[src/rtl/spiflash_resp.sv]
`default_nettype none
// spiflash_resp: SPI flash read responder (0x03, mode 0) bridging to a byte-wide memory request port. Rev 1.0
// Optional: define SPIFLASH_RESP_FASTREAD_EN to accept 0x0B fast read with 8 dummy clocks.
module spiflash_resp (
  input  logic        clk,
  input  logic        resetn,
  input  logic        flash_csb,
  input  logic        flash_clk,
  input  logic        flash_io0_di,
  output logic        flash_io1_do,
  output logic        flash_io1_oe,
  output logic        mem_valid,
  input  logic        mem_ready,
  output logic [23:0] mem_addr,
  input  logic [7:0]  mem_rdata
);

  localparam logic [7:0] OP_READ = 8'h03;
`ifdef SPIFLASH_RESP_FASTREAD_EN
  localparam logic [7:0] OP_FAST_READ = 8'h0B;
`endif

  typedef enum logic [2:0] {
    ST_IDLE   = 3'd0,
    ST_CMD    = 3'd1,
    ST_ADDR   = 3'd2,
    ST_DUMMY  = 3'd3,
    ST_DATA   = 3'd4,
    ST_IGNORE = 3'd5
  } state_t;

  // Synchronizer bit order: {csb, sck, mosi}
  logic [2:0]  in_meta_q, in_meta_d;
  logic [2:0]  in_sync_q, in_sync_d;
  logic [1:0]  edge_prev_q, edge_prev_d;

  state_t      state_q, state_d;
  logic [4:0]  bit_cnt_q, bit_cnt_d;
  logic [22:0] shift_in_q, shift_in_d;
  logic [7:0]  shift_out_q, shift_out_d;
  logic [7:0]  prefetch_q, prefetch_d;
  logic        do_q, do_d;
  logic        oe_q, oe_d;
  logic        mem_valid_q, mem_valid_d;
  logic [23:0] mem_addr_q, mem_addr_d;
  logic        discard_q, discard_d;
`ifdef SPIFLASH_RESP_FASTREAD_EN
  logic        fast_q, fast_d;
`endif

  logic        csb_rise, csb_fall, sck_rise, sck_fall, mosi_s;
  logic [7:0]  opcode;
  logic [23:0] rx_addr;
  logic        issue_req;
  logic [23:0] req_addr;

  assign csb_rise = in_sync_q[2] & ~edge_prev_q[1];
  assign csb_fall = ~in_sync_q[2] & edge_prev_q[1];
  assign sck_rise = in_sync_q[1] & ~edge_prev_q[0];
  assign sck_fall = ~in_sync_q[1] & edge_prev_q[0];
  assign mosi_s   = in_sync_q[0];
  assign opcode   = {shift_in_q[6:0], mosi_s};
  assign rx_addr  = {shift_in_q, mosi_s};

  always_comb begin
    in_meta_d   = {flash_csb, flash_clk, flash_io0_di};
    in_sync_d   = in_meta_q;
    edge_prev_d = in_sync_q[2:1];
    state_d     = state_q;
    bit_cnt_d   = bit_cnt_q;
    shift_in_d  = shift_in_q;
    shift_out_d = shift_out_q;
    prefetch_d  = prefetch_q;
    do_d        = do_q;
    oe_d        = oe_q;
    mem_valid_d = mem_valid_q;
    mem_addr_d  = mem_addr_q;
    discard_d   = discard_q;
    issue_req   = 1'b0;
    req_addr    = mem_addr_q;
`ifdef SPIFLASH_RESP_FASTREAD_EN
    fast_d      = fast_q;
`endif

    // A request aborted by csb still completes; its data is dropped.
    if (mem_valid_q && mem_ready) begin
      mem_valid_d = 1'b0;
      discard_d   = 1'b0;
      if (!discard_q) prefetch_d = mem_rdata;
    end

    if (csb_rise) begin
      state_d   = ST_IDLE;
      oe_d      = 1'b0;
      bit_cnt_d = 5'd0;
      if (mem_valid_q && !mem_ready) discard_d = 1'b1;
    end else begin
      case (state_q)
        ST_IDLE: begin
          if (csb_fall) begin
            state_d   = ST_CMD;
            bit_cnt_d = 5'd0;
`ifdef SPIFLASH_RESP_FASTREAD_EN
            fast_d    = 1'b0;
`endif
          end
        end
        ST_CMD: begin
          if (sck_rise) begin
            shift_in_d = {shift_in_q[21:0], mosi_s};
            bit_cnt_d  = bit_cnt_q + 5'd1;
            if (bit_cnt_q == 5'd7) begin
              bit_cnt_d = 5'd0;
              if (opcode == OP_READ) state_d = ST_ADDR;
`ifdef SPIFLASH_RESP_FASTREAD_EN
              else if (opcode == OP_FAST_READ) begin
                state_d = ST_ADDR;
                fast_d  = 1'b1;
              end
`endif
              else state_d = ST_IGNORE;
            end
          end
        end
        ST_ADDR: begin
          if (sck_rise) begin
            shift_in_d = {shift_in_q[21:0], mosi_s};
            bit_cnt_d  = bit_cnt_q + 5'd1;
            if (bit_cnt_q == 5'd23) begin
              bit_cnt_d = 5'd0;
              issue_req = 1'b1;
              req_addr  = rx_addr;
`ifdef SPIFLASH_RESP_FASTREAD_EN
              state_d   = fast_q ? ST_DUMMY : ST_DATA;
`else
              state_d   = ST_DATA;
`endif
            end
          end
        end
`ifdef SPIFLASH_RESP_FASTREAD_EN
        ST_DUMMY: begin
          if (sck_rise) begin
            bit_cnt_d = bit_cnt_q + 5'd1;
            if (bit_cnt_q == 5'd7) begin
              bit_cnt_d = 5'd0;
              state_d   = ST_DATA;
            end
          end
        end
`endif
        ST_DATA: begin
          // The first falling edge of each byte takes the prefetched byte and requests the next one.
          if (sck_fall) begin
            oe_d      = 1'b1;
            bit_cnt_d = {2'b00, bit_cnt_q[2:0] + 3'd1};
            if (bit_cnt_q[2:0] == 3'd0) begin
              do_d        = prefetch_q[7];
              shift_out_d = {prefetch_q[6:0], 1'b0};
              issue_req   = 1'b1;
              req_addr    = mem_addr_q + 24'd1;
            end else begin
              do_d        = shift_out_q[7];
              shift_out_d = {shift_out_q[6:0], 1'b0};
            end
          end
        end
        default: ;
      endcase
    end

    if (issue_req) begin
      mem_valid_d = 1'b1;
      mem_addr_d  = req_addr;
    end
  end

  always_ff @(posedge clk or negedge resetn) begin
    if (!resetn) begin
      in_meta_q   <= 3'b100;
      in_sync_q   <= 3'b100;
      edge_prev_q <= 2'b10;
      state_q     <= ST_IDLE;
      bit_cnt_q   <= 5'd0;
      shift_in_q  <= 23'd0;
      shift_out_q <= 8'd0;
      prefetch_q  <= 8'd0;
      do_q        <= 1'b0;
      oe_q        <= 1'b0;
      mem_valid_q <= 1'b0;
      mem_addr_q  <= 24'd0;
      discard_q   <= 1'b0;
`ifdef SPIFLASH_RESP_FASTREAD_EN
      fast_q      <= 1'b0;
`endif
    end else begin
      in_meta_q   <= in_meta_d;
      in_sync_q   <= in_sync_d;
      edge_prev_q <= edge_prev_d;
      state_q     <= state_d;
      bit_cnt_q   <= bit_cnt_d;
      shift_in_q  <= shift_in_d;
      shift_out_q <= shift_out_d;
      prefetch_q  <= prefetch_d;
      do_q        <= do_d;
      oe_q        <= oe_d;
      mem_valid_q <= mem_valid_d;
      mem_addr_q  <= mem_addr_d;
      discard_q   <= discard_d;
`ifdef SPIFLASH_RESP_FASTREAD_EN
      fast_q      <= fast_d;
`endif
    end
  end

  assign flash_io1_do = do_q;
  assign flash_io1_oe = oe_q;
  assign mem_valid    = mem_valid_q;
  assign mem_addr     = mem_addr_q;

endmodule
`default_nettype wire
[config.mk]
export PLATFORM = sky130hd
export DESIGN_NAME = spiflash_resp
export DESIGN_NICKNAME = d
export VERILOG_FILES = /design/src/rtl/spiflash_resp.sv
export SDC_FILE = /design/constraint.sdc
export NUM_CORES = 1
export LEC_CHECK = 0
export ABC_AREA = 1
export CELL_PAD_IN_SITES_DETAIL_PLACEMENT = 1
export CELL_PAD_IN_SITES_GLOBAL_PLACEMENT = 1
export CORE_UTILIZATION = 38
export DETAILED_ROUTE_END_ITERATION = 16
export GPL_TIMING_DRIVEN = 0
export HOLD_SLACK_MARGIN = 0.08
export PLACE_DENSITY = 0.83
export SKIP_LAST_GASP = 1
export SLEW_MARGIN = 15
export SYNTH_ARGS = -nofsm -noshare
export SYNTH_HDL_FRONTEND = slang
export SYNTH_SLANG_ARGS = --single-unit
[constraint.sdc]
create_clock -name clk -period 1.55 [get_ports clk]
set_input_delay 0.31 -clock clk [delete_from_list [all_inputs] [get_ports clk]]
set_output_delay 0.31 -clock clk [all_outputs]
set_load 0.02 [all_outputs]
======== Word-level counts from Yosys, hierarchy flattened ========
Cells that the tools add are included.
W data, S select, Z words.
cells by class
  $add $sub $neg .......................... 3
  equality and inequality tests ........... 16
  muxes and demuxes ....................... 37
  bitwise logic cells ..................... 10
  reductions and logical operators ........ 19
operators by type and width
  kind                     number
  $mux W24                 4
  $pmux W24 S2             1
  $mux W5                  7
  $add A24 B1 Y24 const B  1
  $mux W3                  7
  $pmux W5 S4              1
  $ne A3 B3 Y1 const B     6
  $mux W1                  14
  $pmux W3 S3              1
  $eq A8 B2 Y1 const B     1
  $mux W8                  1
  $ne A2 B2 Y1 const B     4
  $reduce_bool A2 Y1       4
  $reduce_and A7 Y1        1
  $logic_not A3 Y1         2
  $not A1 Y1               6
  $reduce_and A3 Y1        2
  $reduce_and A6 Y1        1
  $add A5 B1 Y5 const B    1
  $eq A5 B3 Y1 const B     1
  $eq A5 B5 Y1 const B     1
  $reduce_and A5 Y1        1
  $reduce_bool A5 Y1       1
  $and A1 B1 Y1            4
  10 further kinds         12
word-level totals
  register bits ........................... 83
  input bits .............................. 14
  output and inout bits ................... 27
  word-level logic and storage cells ...... 98

======== Depth between registers and ports, before layout ========
  word-level depth ........................ 6
  gate-level depth with buffers ........... 11
  mapped depth without buffers ............ 10

======== Worst setup path after synthesis ========
No wires, ideal clock.
  path kind ............................... register -> register
  start ................................... register in_sync_q[2]
  end ..................................... register state_q[1]
  setup time .............................. 0.117 ns
  arrival time ............................ 1.526 ns
  required time ........................... 1.433 ns
  setup slack ............................. -0.093 ns
  cell stages (with the launch flop) ...... 9
  path buffers ............................ 0
  period minus slack after synthesis ...... 1.643 ns
  cells stage by stage .................... dfstp_2 ha_1 inv_1 nand2_2 nand2_4 a21oi_1 nand2_1 nand2_1 nand2_1
between the ends
  longest elaborated chain between the ends .. 4
  elaborated cells on any way between the ends .. 11
  those cells by class .................... eq/ne (5); mux (1); bitwise (3); reduce/logical (2)
RTL lines
  item                                line  text
  start: declaration                  34    logic [2:0] in_sync_q, in_sync_d;
  start signal: assignment            198   in_sync_q <= in_sync_d;
  $not A1 Y1                          58    assign csb_fall = ~in_sync_q[2] & edge_prev_q[1];
  $and A1 B1 Y1                       58
  $ne A3 B3 Y1 (no source line)       --
  $reduce_and A6 Y1 (no source line)  --
  end signal: assignment              200   state_q <= state_d;
  end: declaration                    37    state_t state_q, state_d;
Parallel ways exist; a longest one is shown, timed or not.
A chain may end at the register's enable or synchronous reset.

======== Worst setup path after layout ========
  start ................................... register bit_cnt_q[0]
  end ..................................... register mem_addr_q[11] (netlist: mem_addr[11])
between the ends
  longest elaborated chain between the ends .. 6
  elaborated cells on any way between the ends .. 11
  those cells by class .................... eq/ne (3); mux (6); reduce/logical (2)
RTL lines
  item                                              line      text
  start: declaration                                38        logic [4:0] bit_cnt_q, bit_cnt_d;
  start signal: assignment                          201       bit_cnt_q <= bit_cnt_d;
  $eq A5 B5 Y1 or $logic_not A3 Y1 (tied branches)  129, 157
  $mux W1, on equally long branches                 129, 157
  $mux W1, on equally long branches                 126, 154
  $pmux W1 S2                                       98        case (state_q)
  $mux W1                                           92        if (csb_rise) begin
  $reduce_and A7 Y1 (no source line) *              --
  end signal: assignment                            208       mem_addr_q <= mem_addr_d;
  end: declaration                                  45        logic [23:0] mem_addr_q, mem_addr_d;
Mark *: on every way between the ends. The rest lies on a longest branch, timed or not.

==> results by group <==
Run status
  • Status: finished with violations
  • Failing checks: design-rule violations, negative setup slack

Drt
  • DRT antenna net count: 0
  • Via count: 4759
  • Drt wl/cell: 20.9 um
  • DRT Pass-1 Iters: 11
  • Residual DRC: 12
  • DR iter-0 viols: 290
  • Aggregate routed wire length: 18000 um
  • Vias per inst: 5.54

Clocking
  • CTS root buf: clkbuf_16
  • Clock sinks: 82
  • Clk buf depth: 2
  • Later-pin clock latency in the skew report: 0.35 ns
  • CTS tree: done
  • CTS Buf Count: 9
  • Worst-path clk slew: 0.07 ns
  • H-tree Lvls: 3

Final layout
  • Layout cell share with drive strength beyond 1: 34.2%
  • Fill cell count: 1343
  • Design area: 6700 sq um
  • Final Non-Filler Cells: 859
  • N_diodes: 0
  • Area growth syn-to-layout: 47.7%
  • Most frequent cells in the layout: 161 x nand2_1, 69 x dfrtp_1, 59 x nand3_1
  • Commonest non-fill, non-tap cell in the layout: nand2_1
  • Fin nets: 729

Synth
  • Synth Warn #: 0
  • Post-synth top flop: dfrtp_1
  • Cell taking the most area after synthesis: dfrtp_1
  • Sequential-to-total area share from yosys stat: 45.3%
  • Post-synth top area share: 43.6%
  • Count of cell types in the netlist: 32
  • Synth top area cells: dfrtp_1 44%, nand2_1 18%, nand3_1 7.2%
  • Post-Synthesis Cells: 608
  • Number of flops mapped to enable cells by yosys: 0
  • Avg Cell Area, Syn: 7.46 sq um
  • Post-synthesis async set-or-reset flop share: 100%
  • Cell Area, Synth: 4540 sq um
  • Syn_nets: 626
  • Register bit total from synthesis: 82

Placed design
  • Cells after DPL: 792
  • Post-Place Setup Slack: -0.336 ns
  • Area after DPL: 5160 sq um
  • GP Congestion: 0.820
  • DP HPWL: 9240 um
  • PortBufs: 40

Global route
  • Met3 usage: 4.26%
  • Met2 usage in global routing: 48.4%
  • Initial antenna violation count: 0
  • Largest net degree at the start of global routing: 57
  • Grt total ovfl: 0
  • GR peak layer: met2
  • First-pass GRT wire length: 24900 um
  • Number of global-route vias before repair: 4965
  • Overall Global Routing Usage: 25.9%
  • GRT met1 Usage: 28.9%

Worst setup path
  • Origin of the critical flop-to-flop path: bit_cnt_q[0]
  • Startpoint Class: register
  • WP data required: 1.79 ns
  • Crit Path Max Fanout: 6
  • Critical path class: reg -> reg
  • Data arrival, critical path: 2.00 ns
  • Crit end category: register
  • Setup crit start: bit_cnt_q[0]

Die
  • Initial Util: 39.4%
  • Die area: 12400 sq um
  • Core ar.: 11500 sq um
  • Chip Height: 111 um
  • Die W: 111 um
  • Io pins: 41
  • Num rows: 39

Worst hold path
  • Hold Path Class: reg -> reg
  • Hold_sp: in_meta_q[2]

Power
  • Maximum ir drop on the vdd rail: 1010 uV
  • Pwr dens: 1620 nW/um^2
  • Leakage: 3.06 nW

Timing
  • Fin crit share: 114%
  • Final Hold Viols: 0
  • Fmax: 0.566 GHz
  • RSZ-0062 raised after global routing: yes
  • # setup viols final: 61
  • Final Max Tran Viols: 0
  • Final min period: 1.77 ns
  • Relative slew slack: 70.6%
  • Final setup margin: -0.218 ns
  • Worst-Margin Slew: 0.436 ns
  • Clk_skew: 0.00792 ns

Flow run
  • Max cap viols: 0
[stage by stage]
stage	power, mW	hold slack [ns]	TNS (ns)	util (%)
after floorplan	5.49	0.0144	0	-
after global placement	6.53	0.334	-246.14	44.6
after detailed placement	6.75	0.262	-17.46	44.8
after CTS	9.62	0.351	-3.14	52.6
after global routing	11.4	0.361	-11.94	58.2
final	10.8	0.361	-8.47	58.2
[registers in the layout (all words and copies together), names as in the netlist, named ones only]
| register | cells |
|---|---|
| mem_addr | 24 |
| in_sync_q | 3 |
| shift_in_q | 23 |
| flash_io1_oe | 1 |
| edge_prev_q | 2 |
| state_q | 3 |
| shift_out_q | 7 |
| bit_cnt_q | 5 |
| mem_valid | 1 |
| in_meta_q | 3 |
| flash_io1_do | 1 |
| prefetch_q | 8 |
[per-layer routing]
| metal | wire length, um | share of wire (%) |
|---|---|---|
| met5 | 0 | 0 |
| met4 | 753 | 4.2 |
| met3 | 704 | 3.9 |
| met2 | 9810 | 55 |
| met1 | 6710 | 37 |
[worst max-delay path, cell delays in order, from the launching register on]
cell	delay (ns)
dfrtp_1	0.43
buf_6	0.15
inv_4	0.05
ha_4	0.12
inv_2	0.04
nor2_4	0.13
nand3_4	0.14
a21oi_4	0.21
buf_12	0.15
nand2_1	0.08
nand2_1	0.09
inv_1	0.06
[cells in the mapped netlist (3+ instances only)]
cell type / count
dfstp_2: 3
nand3_1: 65
o21ai_2: 3
ha_1: 4
inv_2: 4
nor2_4: 3
nand2_1: 215
dfrtp_1: 79
a31oi_1: 8
nor2_1: 66
mux2_2: 8
inv_1: 58
buf_6: 8
nand2_4: 4
buf_2: 5
or2_2: 3
nand2_2: 5
nand4_1: 8
a21oi_1: 4
o21ai_0: 38
[logic make-up (layout without fill, tap and decap cells)]
logic type               count (synthesis)  after routing  synth area share, %
multiplexers                             8              8                 1.99
AO/OA/AOI/OAI                           57             57                 7.20
flip-flops                              82             82                 45.3
AND/OR/NAND/NOR                        376            377                 35.9
adder cells (fa/ha/maj)                  4              4                 1.10
XOR/XNOR                                 1              1                0.193
buffers and inverters                   80            187                 8.27
[area by class of cell]
type / count / area, sq um / share of cell area (%)
flip-flops and latches: 82 / 2070 / 30.9
clock inverters: 5 / 61.3 / 0.915
plain buffers: 17 / 230 / 3.44
clock buffers: 11 / 253 / 3.77
repair buffers: 92 / 980 / 14.6
multi-input cells: 447 / 2680 / 40.0
well taps: 143 / 179 / 2.67
inverters: 62 / 251 / 3.75
[repair_timing]
| action | CTS | global route |
|---|---|---|
| hold buffers | 1 | 0 |
| setup buffers | 21 | 21 |
| setup endpoints to repair | 92 | 74 |
| resized for setup | 140 | 115 |
| pin swaps | 34 | 34 |
| gates cloned | 6 | 3 |
| hold endpoints to repair | 23 | 0 |
[worst paths after layout]
check | cells past startpoint | endpoint | slack, ns
worst max register to register | 11 | mem_addr[11] | -0.22
max in group asynchronous | 3 | mem_addr[7] | 0.46
min in group asynchronous | 2 | mem_addr[2] | 0.45
worst min-delay path | 0 | in_sync_q[2] | 0.36
worst min register to register | 0 | in_sync_q[2] | 0.36
worst max-delay path | 11 | mem_addr[11] | -0.22
[report_power, final]
group	switching, mW	leakage (nW)	internal [mW]
Sequential	0.817	1.05	2.81
Combinational	2.89	1.86	2.01
Clock	0.962	0.144	1.34
Total	4.67	3.06	6.17
Note: power is estimated with default switching activity, not from simulation.
